**src/rtl/id_ex_stage_register.sv**
```systemverilog
// ID/EX pipeline register of the RV32IM core.
// Captures decoded operands and control from ID and presents them to EX one clock later.
// A flush or a load-use bubble loads a NOP; a stall holds the current contents.
// Keeps a saturating count of inserted load-use bubbles.
// Optional feature, macro ID_EX_WB_PATCH_EN: while holding, a retiring writeback
// that targets ex_rs1/ex_rs2 overwrites the held operand data.
module id_ex_stage_register #(
    parameter int unsigned XLEN    = 32,
    parameter int unsigned ALUOP_W = 5,
    parameter int unsigned CNT_W   = 16
) (
    input  logic               clk,
    input  logic               reset,
    input  logic               flush,
    input  logic               bubble_enable,
    input  logic               stall,
    input  logic               id_valid,
    input  logic [XLEN-1:0]    id_pc,
    input  logic [XLEN-1:0]    id_rs1_data,
    input  logic [XLEN-1:0]    id_rs2_data,
    input  logic [XLEN-1:0]    id_imm,
    input  logic [4:0]         id_rs1,
    input  logic [4:0]         id_rs2,
    input  logic [4:0]         id_rd,
    input  logic [ALUOP_W-1:0] id_alu_op,
    input  logic [6:0]         id_ctrl,
    input  logic               wb_reg_write,
    input  logic [4:0]         wb_rd,
    input  logic [XLEN-1:0]    wb_data,
    output logic               ex_valid,
    output logic [XLEN-1:0]    ex_pc,
    output logic [XLEN-1:0]    ex_rs1_data,
    output logic [XLEN-1:0]    ex_rs2_data,
    output logic [XLEN-1:0]    ex_imm,
    output logic [4:0]         ex_rs1,
    output logic [4:0]         ex_rs2,
    output logic [4:0]         ex_rd,
    output logic [ALUOP_W-1:0] ex_alu_op,
    output logic [6:0]         ex_ctrl,
    output logic               ex_is_load,
    output logic [CNT_W-1:0]   bubble_count
);

    localparam int unsigned MEM_READ_BIT = 5;

    // A flush or a bubble both replace the ID instruction with a NOP
    logic load_nop;
    assign load_nop = flush | bubble_enable;

`ifdef ID_EX_WB_PATCH_EN
    // Writeback hits on the held source registers (x0 is never patched)
    logic patch_rs1;
    logic patch_rs2;
    assign patch_rs1 = wb_reg_write && (wb_rd != 5'd0) && (wb_rd == ex_rs1);
    assign patch_rs2 = wb_reg_write && (wb_rd != 5'd0) && (wb_rd == ex_rs2);
`else
    // Writeback ports are kept for a uniform interface but are not used here
    logic unused_wb;
    assign unused_wb = ^{wb_reg_write, wb_rd, wb_data};
`endif

    // Pipeline register: reset > NOP (flush/bubble) > hold > load
    always_ff @(posedge clk) begin
        if (reset || load_nop) begin
            ex_valid    <= 1'b0;
            ex_pc       <= '0;
            ex_rs1_data <= '0;
            ex_rs2_data <= '0;
            ex_imm      <= '0;
            ex_rs1      <= '0;
            ex_rs2      <= '0;
            ex_rd       <= '0;
            ex_alu_op   <= '0;
            ex_ctrl     <= '0;
        end else if (stall) begin
`ifdef ID_EX_WB_PATCH_EN
            if (patch_rs1) begin
                ex_rs1_data <= wb_data;
            end
            if (patch_rs2) begin
                ex_rs2_data <= wb_data;
            end
`endif
        end else begin
            ex_valid    <= id_valid;
            ex_pc       <= id_pc;
            ex_rs1_data <= id_rs1_data;
            ex_rs2_data <= id_rs2_data;
            ex_imm      <= id_imm;
            ex_rs1      <= id_rs1;
            ex_rs2      <= id_rs2;
            ex_rd       <= id_rd;
            ex_alu_op   <= id_alu_op;
            ex_ctrl     <= id_valid ? id_ctrl : 7'd0;
        end
    end

    // Saturating count of load-use bubbles; a flush in the same cycle suppresses the count
    always_ff @(posedge clk) begin
        if (reset) begin
            bubble_count <= '0;
        end else if (!flush && bubble_enable && (bubble_count != {CNT_W{1'b1}})) begin
            bubble_count <= bubble_count + CNT_W'(1);
        end
    end

    // Load indication for the hazard unit, taken straight from the registered fields
    assign ex_is_load = ex_ctrl[MEM_READ_BIT] & ex_valid;

endmodule

```
**config.mk**
```make
export PLATFORM = sky130hd
export DESIGN_NAME = id_ex_stage_register
export DESIGN_NICKNAME = d
export VERILOG_FILES = /design/src/rtl/id_ex_stage_register.sv
export SDC_FILE = /design/constraint.sdc
export NUM_CORES = 1
export LEC_CHECK = 0
export ABC_AREA = 1
export CORE_ASPECT_RATIO = 0.6
export CORE_MARGIN = 10
export CORE_UTILIZATION = 35
export CTS_CLUSTER_DIAMETER = 60
export DETAILED_ROUTE_END_ITERATION = 16
export PLACE_DENSITY = 0.78
export SLEW_MARGIN = 20
export SYNTH_ARGS = -nofsm -noshare
export SYNTH_HDL_FRONTEND = slang
export SYNTH_SLANG_ARGS = --single-unit
```
**constraint.sdc**
```tcl
create_clock -name clk -period 1.8 [get_ports clk]
set_input_delay 0.27 -clock clk [delete_from_list [all_inputs] [get_ports clk]]
set_output_delay 0.27 -clock clk [all_outputs]
set_load 0.01 [all_outputs]
```
# Word level (Yosys, flattened, before mapping)

Cells that the tools add are included.

Reduce and logical (&&, ||, !) cells: 4
Bitwise operators: 2
Mux-type cells: 1
Add/sub/neg operators: 1
Eq/ne operators: 1

Operators by type and width:

| cell                                          | count |
|---|---|
| adder 16 x 1 -> 16 bit, second input constant | 1 |
| inequality test 16 bit, second input constant | 1 |
| 2-to-1 mux 7 bit                              | 1 |
| logical AND 1 bit                             | 2 |
| bitwise AND 1 bit                             | 1 |
| logical NOT 1 bit                             | 1 |
| logical OR 1 bit                              | 1 |
| bitwise OR 1 bit                              | 1 |

Input bits: 199
Register bits: 172
Word-level logic and storage cells: 20
Output and inout port bits: 173

# Longest topological paths before layout

Gate-level depths: netlist of the first run.

Depth in word-level cells: 3
Mapped depth: 9
Mapped depth without buffers: 9

# Least setup slack after synthesis of the first run

Ideal clock, no wire load.

Path type: reg-to-reg
From: register bubble_count[0]
To: register bubble_count[15]
Library setup time: 0.115 ns
Buffers on the path: 1
Data required time: 1.685 ns
Data arrival time: 1.206 ns
Stages on the path, launching flop included: 8
Clock period less this slack: 1.321 ns
Setup slack: 0.479 ns
Cells stage by stage: dfxtp_1 ha_1 inv_1 nor2_1 nand4_1 buf_2 a21oi_1 nor2_1

Longest elaborated chain between the ends: 2
Elaborated cells on any way between the ends: 3
Classes of those cells: add/sub: 1; eq/ne: 1; reduce/logical: 1

Ends and longest elaborated chain:

| item                                                           | RTL line | source |
|---|---|---|
| from (decl)                                                    | 41       | `output logic [CNT_W-1:0] bubble_count` |
| from (signal assigned)                                         | 103      | `bubble_count <= bubble_count + CNT_W'(1);` |
| branches (longest 2 deep; another with adder 16 x 1 -> 16 bit) | n/a      |  |

Several ways; the timed one is not identified.
A chain may end at the register's enable or synchronous reset.

# Worst setup path after layout of the first run

From: register bubble_count[12]
To: output bubble_count[12]

No word-level cell between the ends.

==> results of run 1 <==
## metrics by stage
step / worst slack (ns) / total power (µW)
after floorplan: 0.479 / 4290
after detailed placement: 0.0970 / 4880
after global routing: 0.0207 / 8690
after global placement: 0.136 / 4860
final: 0.0912 / 8340
after CTS: 0.0135 / 8480
## worst paths after layout
check              startpoint               end  slack [ns]  depth (start not counted)
max          bubble_count[12]  bubble_count[12]        0.09                          1
min                     stall          ex_pc[7]        0.19                          3
min reg2reg        ex_ctrl[6]        ex_ctrl[6]        0.46                          2
max reg2reg   bubble_count[0]  bubble_count[14]        0.31                          7
## layout make-up
cell class / count / area [µm²]
clock buffer: 18 / 439
clock inverter: 14 / 129
fill: 1518 / 6920
inverter: 18 / 70.1
multi-input combinational: 587 / 2480
sequential: 172 / 3440
tap: 234 / 293
timing repair buffer: 349 / 3540
## flip-flops by register name (all words and copies together), names as in the netlist, 7 cells and up
signal and flops:
ex_rs1_data 32, ex_imm 32, ex_rs2_data 32, ex_ctrl 7
bubble_count 16, ex_pc 32
## report_power, final
group          total [µW]  internal (µW)  switching, µW  leakage, µW
Clock                3560           1870           1690     0.000281
Combinational         880            515            365      0.00212
Sequential           3900           3870           35.4      0.00139
Total                8340           6250           2090      0.00379
## metal layers
metal	vias to the layer above	GRT usage
met5	-	0
met4	0	0.0284
met3	4	0.109
met2	229	0.297
met1	2976	0.205
li1	3272	-
## kinds of logic (layout without fill, tap and decap cells)
family,Yosys count,count (layout),synth area share
compound gates,168,168,0.135
fa+ha+maj,1,1,0.00201
buf+inv,71,399,0.0526
flops,172,172,0.552
simple gates,418,418,0.258
## placed cells by master (no fill, tap or decap)
| cell type | instances |
|---|---|
| a21oi_1 | 167 |
| buf_12 | 7 |
| buf_4 | 10 |
| clkbuf_16 | 17 |
| clkbuf_8 | 1 |
| clkdlybuf4s50_1 | 331 |
| clkinv_1 | 1 |
| clkinv_2 | 2 |
| clkinv_4 | 2 |
| clkinv_8 | 1 |
| clkinvlp_4 | 1 |
| dfxtp_1 | 171 |
| dfxtp_2 | 1 |
| dlymetal6s2s_1 | 1 |
| ha_1 | 1 |
| inv_1 | 16 |
| inv_4 | 1 |
| inv_6 | 5 |
| inv_8 | 3 |
| nand2_1 | 351 |
| nand2_2 | 1 |
| nand3_1 | 15 |
| nand3_4 | 1 |
| nand4_1 | 2 |
| nor2_1 | 44 |
| nor2_2 | 3 |
| nor2_4 | 1 |
| o21ai_0 | 1 |
## what timing repair did
| action | in CTS | in global routing |
|---|---|---|
| hold buffers | 0 | 0 |
| buffers inserted | 0 | 0 |
| resized for setup | 0 | 2 |
| setup endpoints to repair | 0 | 2 |
==> metrics, run 1 <==
Slew @ Worst Pin=0.553 ns; PortBufs=333; IO Pins=372; top-area cell type share of the netlist area=0.552; Synthesized Nets=1030; clk_lat worst skew=0.40 ns; CP top delay family=buffers and inverters; CP max FO=6; Rel. slew slack=0.632; Area contributors post-synth=dfxtp_1 (55%), nand2_1 (21%), a21oi_1 (13%), buf_2 (3.9%), nor2_1 (2.6%); final hold violation count=0; worst path bufs/invs=1; Critical Path AT=1.44 ns; met2 wire len=10.7 mm; row cnt=37; Total GRT Usage=0.182; outcome=completed; Die X=192 µm; syn avg cell area=7.51 µm²; synth unique cells=15; Synth Flop Type=dfxtp_1; sequence of cells on the critical path=clkdlybuf4s50_1; RSZ-0062 raised after global routing=no; residual DRC count=0; # nets final=1345; Inserted Diodes=0; Crit Path Class=flop to output pin; P&R area growth vs syn=66.7%; Setup TNS=0 ns; Worst Skew=0.00865 ns; layout cell share with drive strength beyond 1=0.0492; Max Transition Viols Final=0; drt wl/cell=16.8 µm; Clock Sink Count=172; Synth Cell Area=0.00624 mm²; critical path's largest stage delay=0.60 ns; fmax=585 MHz; synth warn=0; endpoints failing setup=0; crit share post-route=0.949; first-pass GRT wire length=34.0 mm; root buf cell=clkbuf_16; DRT antenna net count=0; hpwl dp=17.7 mm; Power Density=803 mW/mm²; Synth async-reset ratio=0; Slowest cell on crit path=clkdlybuf4s50_1; CTS clk-pin slew, worst paths=0.07 ns; MaxCap Viol Count=0; Max Buffers Root-to-Sink=2; Leak Pwr=0.00379 µW; top sig layer=met4; vias per cell=4.66; leading cell types by count after synthesis=nand2_1 (351), dfxtp_1 (172), a21oi_1 (167); clock buffer count from CTS=17; placed inst area=0.00982 mm²; Die H=123 µm; routability congestion estimate from global placement=0.817; Worst Setup Start Kind=flop; CP Data Required Time=1.53 ns; Non-Filler Instances=1392; TritonCTS clock tree=yes; Yosys reg bits=172; placed cells=1360; Starting Density=0.360; Hold Worst Slack=0.186 ns; most common cell in the netlist=nand2_1; core box area=0.0173 mm²; register area share after synthesis=0.552; Hold Path Class=primary input to flop; Die Footprint=0.0237 mm²; GR Overflow Total=0; DRT Wirelength=23.3 mm; wire length on met1=9.51 mm; CP Capture Type=output pin; DR vias=6481; vias in the first global route=5999; Iteration-0 DRC Markers=332; Synth Instances=830; largest net degree at the start of global routing=96; maximum vdd ir drop=0.567 mV; final worst path period need=1.71 ns; drt pass-1 iters=4; Final Util=0.600; metal3 WL=3.01 mm; post-synth top area cell=dfxtp_1; H-tree depth=4; Finished Cell Area=0.0104 mm²; Post-synth EDFFs=0; initial antenna violation count=0
No activity file was read; power rests on OpenSTA's default activity.
==> inputs of run 2 (changes only) <==
--- a/config.mk
+++ b/config.mk
@@ -11,7 +11,7 @@
 export CORE_UTILIZATION = 35
 export CTS_CLUSTER_DIAMETER = 60
 export DETAILED_ROUTE_END_ITERATION = 16
-export PLACE_DENSITY = 0.78
+export PLACE_DENSITY = 0.85
 export SLEW_MARGIN = 20
 export SYNTH_ARGS = -nofsm -noshare
 export SYNTH_HDL_FRONTEND = slang
==> metrics, run 2 (same netlist as run 1, synthesis figures left out) <==
Worst Hold Path Cells=5; CP Capture Type=output pin; Hold Path Class=primary input to flop; DRT Wirelength=23.3 mm; IO Pins=372; row cnt=37; largest net degree at the start of global routing=78; DR vias=6430; initial antenna violation count=0; drt pass-1 iters=4; Final Util=0.600; fmax=583 MHz; Slew @ Worst Pin=0.414 ns; residual DRC count=0; crit share post-route=0.953; sequence of cells on the critical path=clkdlybuf4s50_1; Rel. slew slack=0.724; root buf cell=clkbuf_16; hold buffer count at CTS=0; sequential share of power=0.475; Iteration-0 DRC Markers=305; Crit Path Class=flop to output pin; most common cell after layout, fill and taps aside=nand2_1; layout cell share with drive strength beyond 1=0.0449; maximum vdd ir drop=0.461 mV; CP top delay family=buffers and inverters; Finished Cell Area=0.0104 mm²; Worst Setup Start Kind=flop; Die H=123 µm; outcome=completed; postcts setup bufs=0; clk_lat worst skew=0.41 ns; drt wl/cell=16.7 µm; Total GRT Usage=0.184; TritonCTS clock tree=yes; Leak Pwr=0.00376 µW; vias in the first global route=6105; Power Density=791 mW/mm²; Hold Worst Slack=0.389 ns; Slowest cell on crit path=clkdlybuf4s50_1; combinational share of power=0.107; P&R area growth vs syn=66.5%; first-pass GRT wire length=34.5 mm; Setup TNS=0 ns; CP Data Required Time=1.53 ns; hpwl dp=17.8 mm; Crit path depth=1; vias per cell=4.62; setup slack, reg-to-reg=0.19 ns; final worst path period need=1.72 ns; Critical Path AT=1.45 ns; GR Overflow Total=0; endpoints failing setup=0; internal power=6200 µW; critical path's largest stage delay=0.60 ns; core box area=0.0173 mm²; Non-Filler Instances=1391; CTS clk-pin slew, worst paths=0.08 ns; PortBufs=333; MaxCap Viol Count=0; Die X=192 µm; final hold violation count=0; Max Buffers Root-to-Sink=2; sw power=2010 µW; routability congestion estimate from global placement=0.819; Reg2Reg Depth=7; # nets final=1344; Max Transition Viols Final=0; # resized after CTS=0; Inserted Diodes=0; most frequent cells in the layout=nand2_1 (351), clkdlybuf4s50_1 (332), dfxtp_1 (172), a21oi_1 (167), nor2_1 (44); DRT antenna net count=0; Worst Skew=0.00952 ns; placed inst area=0.00984 mm²; clock buffer count from CTS=17; placed cells=1359; Starting Density=0.360; Clock Sink Count=172; RSZ-0062 raised after global routing=no; H-tree depth=4; switching share of power=0.245; worst path bufs/invs=1; CP max FO=6; clock power share=0.418; Die Footprint=0.0237 mm²
==> run 2: cell count changes in the layout (fill, tap and decap cells not counted), moves of 2 or more <==
cell      change
clkbuf_1      +3
clkinv_4      +3
buf_12        +2
inv_6         -2
clkinv_2      -2
buf_4         -3
==> run 2: area by class of cell <==
class                   count  area (µm²)
fillers                  1493        6930
flip-flops and latches    172        3440
clock inverters            12         108
well taps                 234         293
clock buffers              20         437
multi-input cells         587        2480
repair buffers            348        3560
inverters                  18        70.1
==> run 2: routing by layer <==
layer,up-vias,share of wire,global-route usage
li1,3268,-,-
met1,2905,0.40,0.208
met2,249,0.47,0.306
met3,8,0.13,0.0990
met4,0,0.0064,0.0338
met5,-,0,0
==> run 2: worst paths after layout <==
kind / startpoint / end
min: stall / ex_ctrl[0]
min reg2reg: ex_ctrl[6] / ex_ctrl[6]
max: bubble_count[10] / bubble_count[10]
max reg2reg: bubble_count[0] / bubble_count[9]
==> run 2: worst reg2reg max path, delay by kind of cell (launching register included) <==
kind | cells | cell delay (ns)
adder cells (fa/ha/maj) | 1 | 0.17
flip-flops | 1 | 0.39
AO/OA/AOI/OAI | 1 | 0.18
AND/OR/NAND/NOR | 3 | 0.43
buffers and inverters | 2 | 0.32
==> run 2: power by group through the flow <==
stage	clock [µW]	sequential, µW	combinational (µW)
6_report	3430	3900	881
3_5_place_dp	0	3990	887
2_1_floorplan	0	4020	273
5_1_grt	3670	3910	957
3_3_place_gp	0	3990	878
4_1_cts	3550	3900	890
==> run 2: metrics by stage <==
| step | setup slack [ns] | total power [µW] |
|---|---|---|
| 6_report | 0.0838 | 8210 |
| 5_1_grt | 0.0158 | 8540 |
| 4_1_cts | 0.0516 | 8340 |
| 3_5_place_dp | 0.0990 | 4880 |
| 3_3_place_gp | 0.141 | 4870 |
| 2_1_floorplan | 0.479 | 4290 |
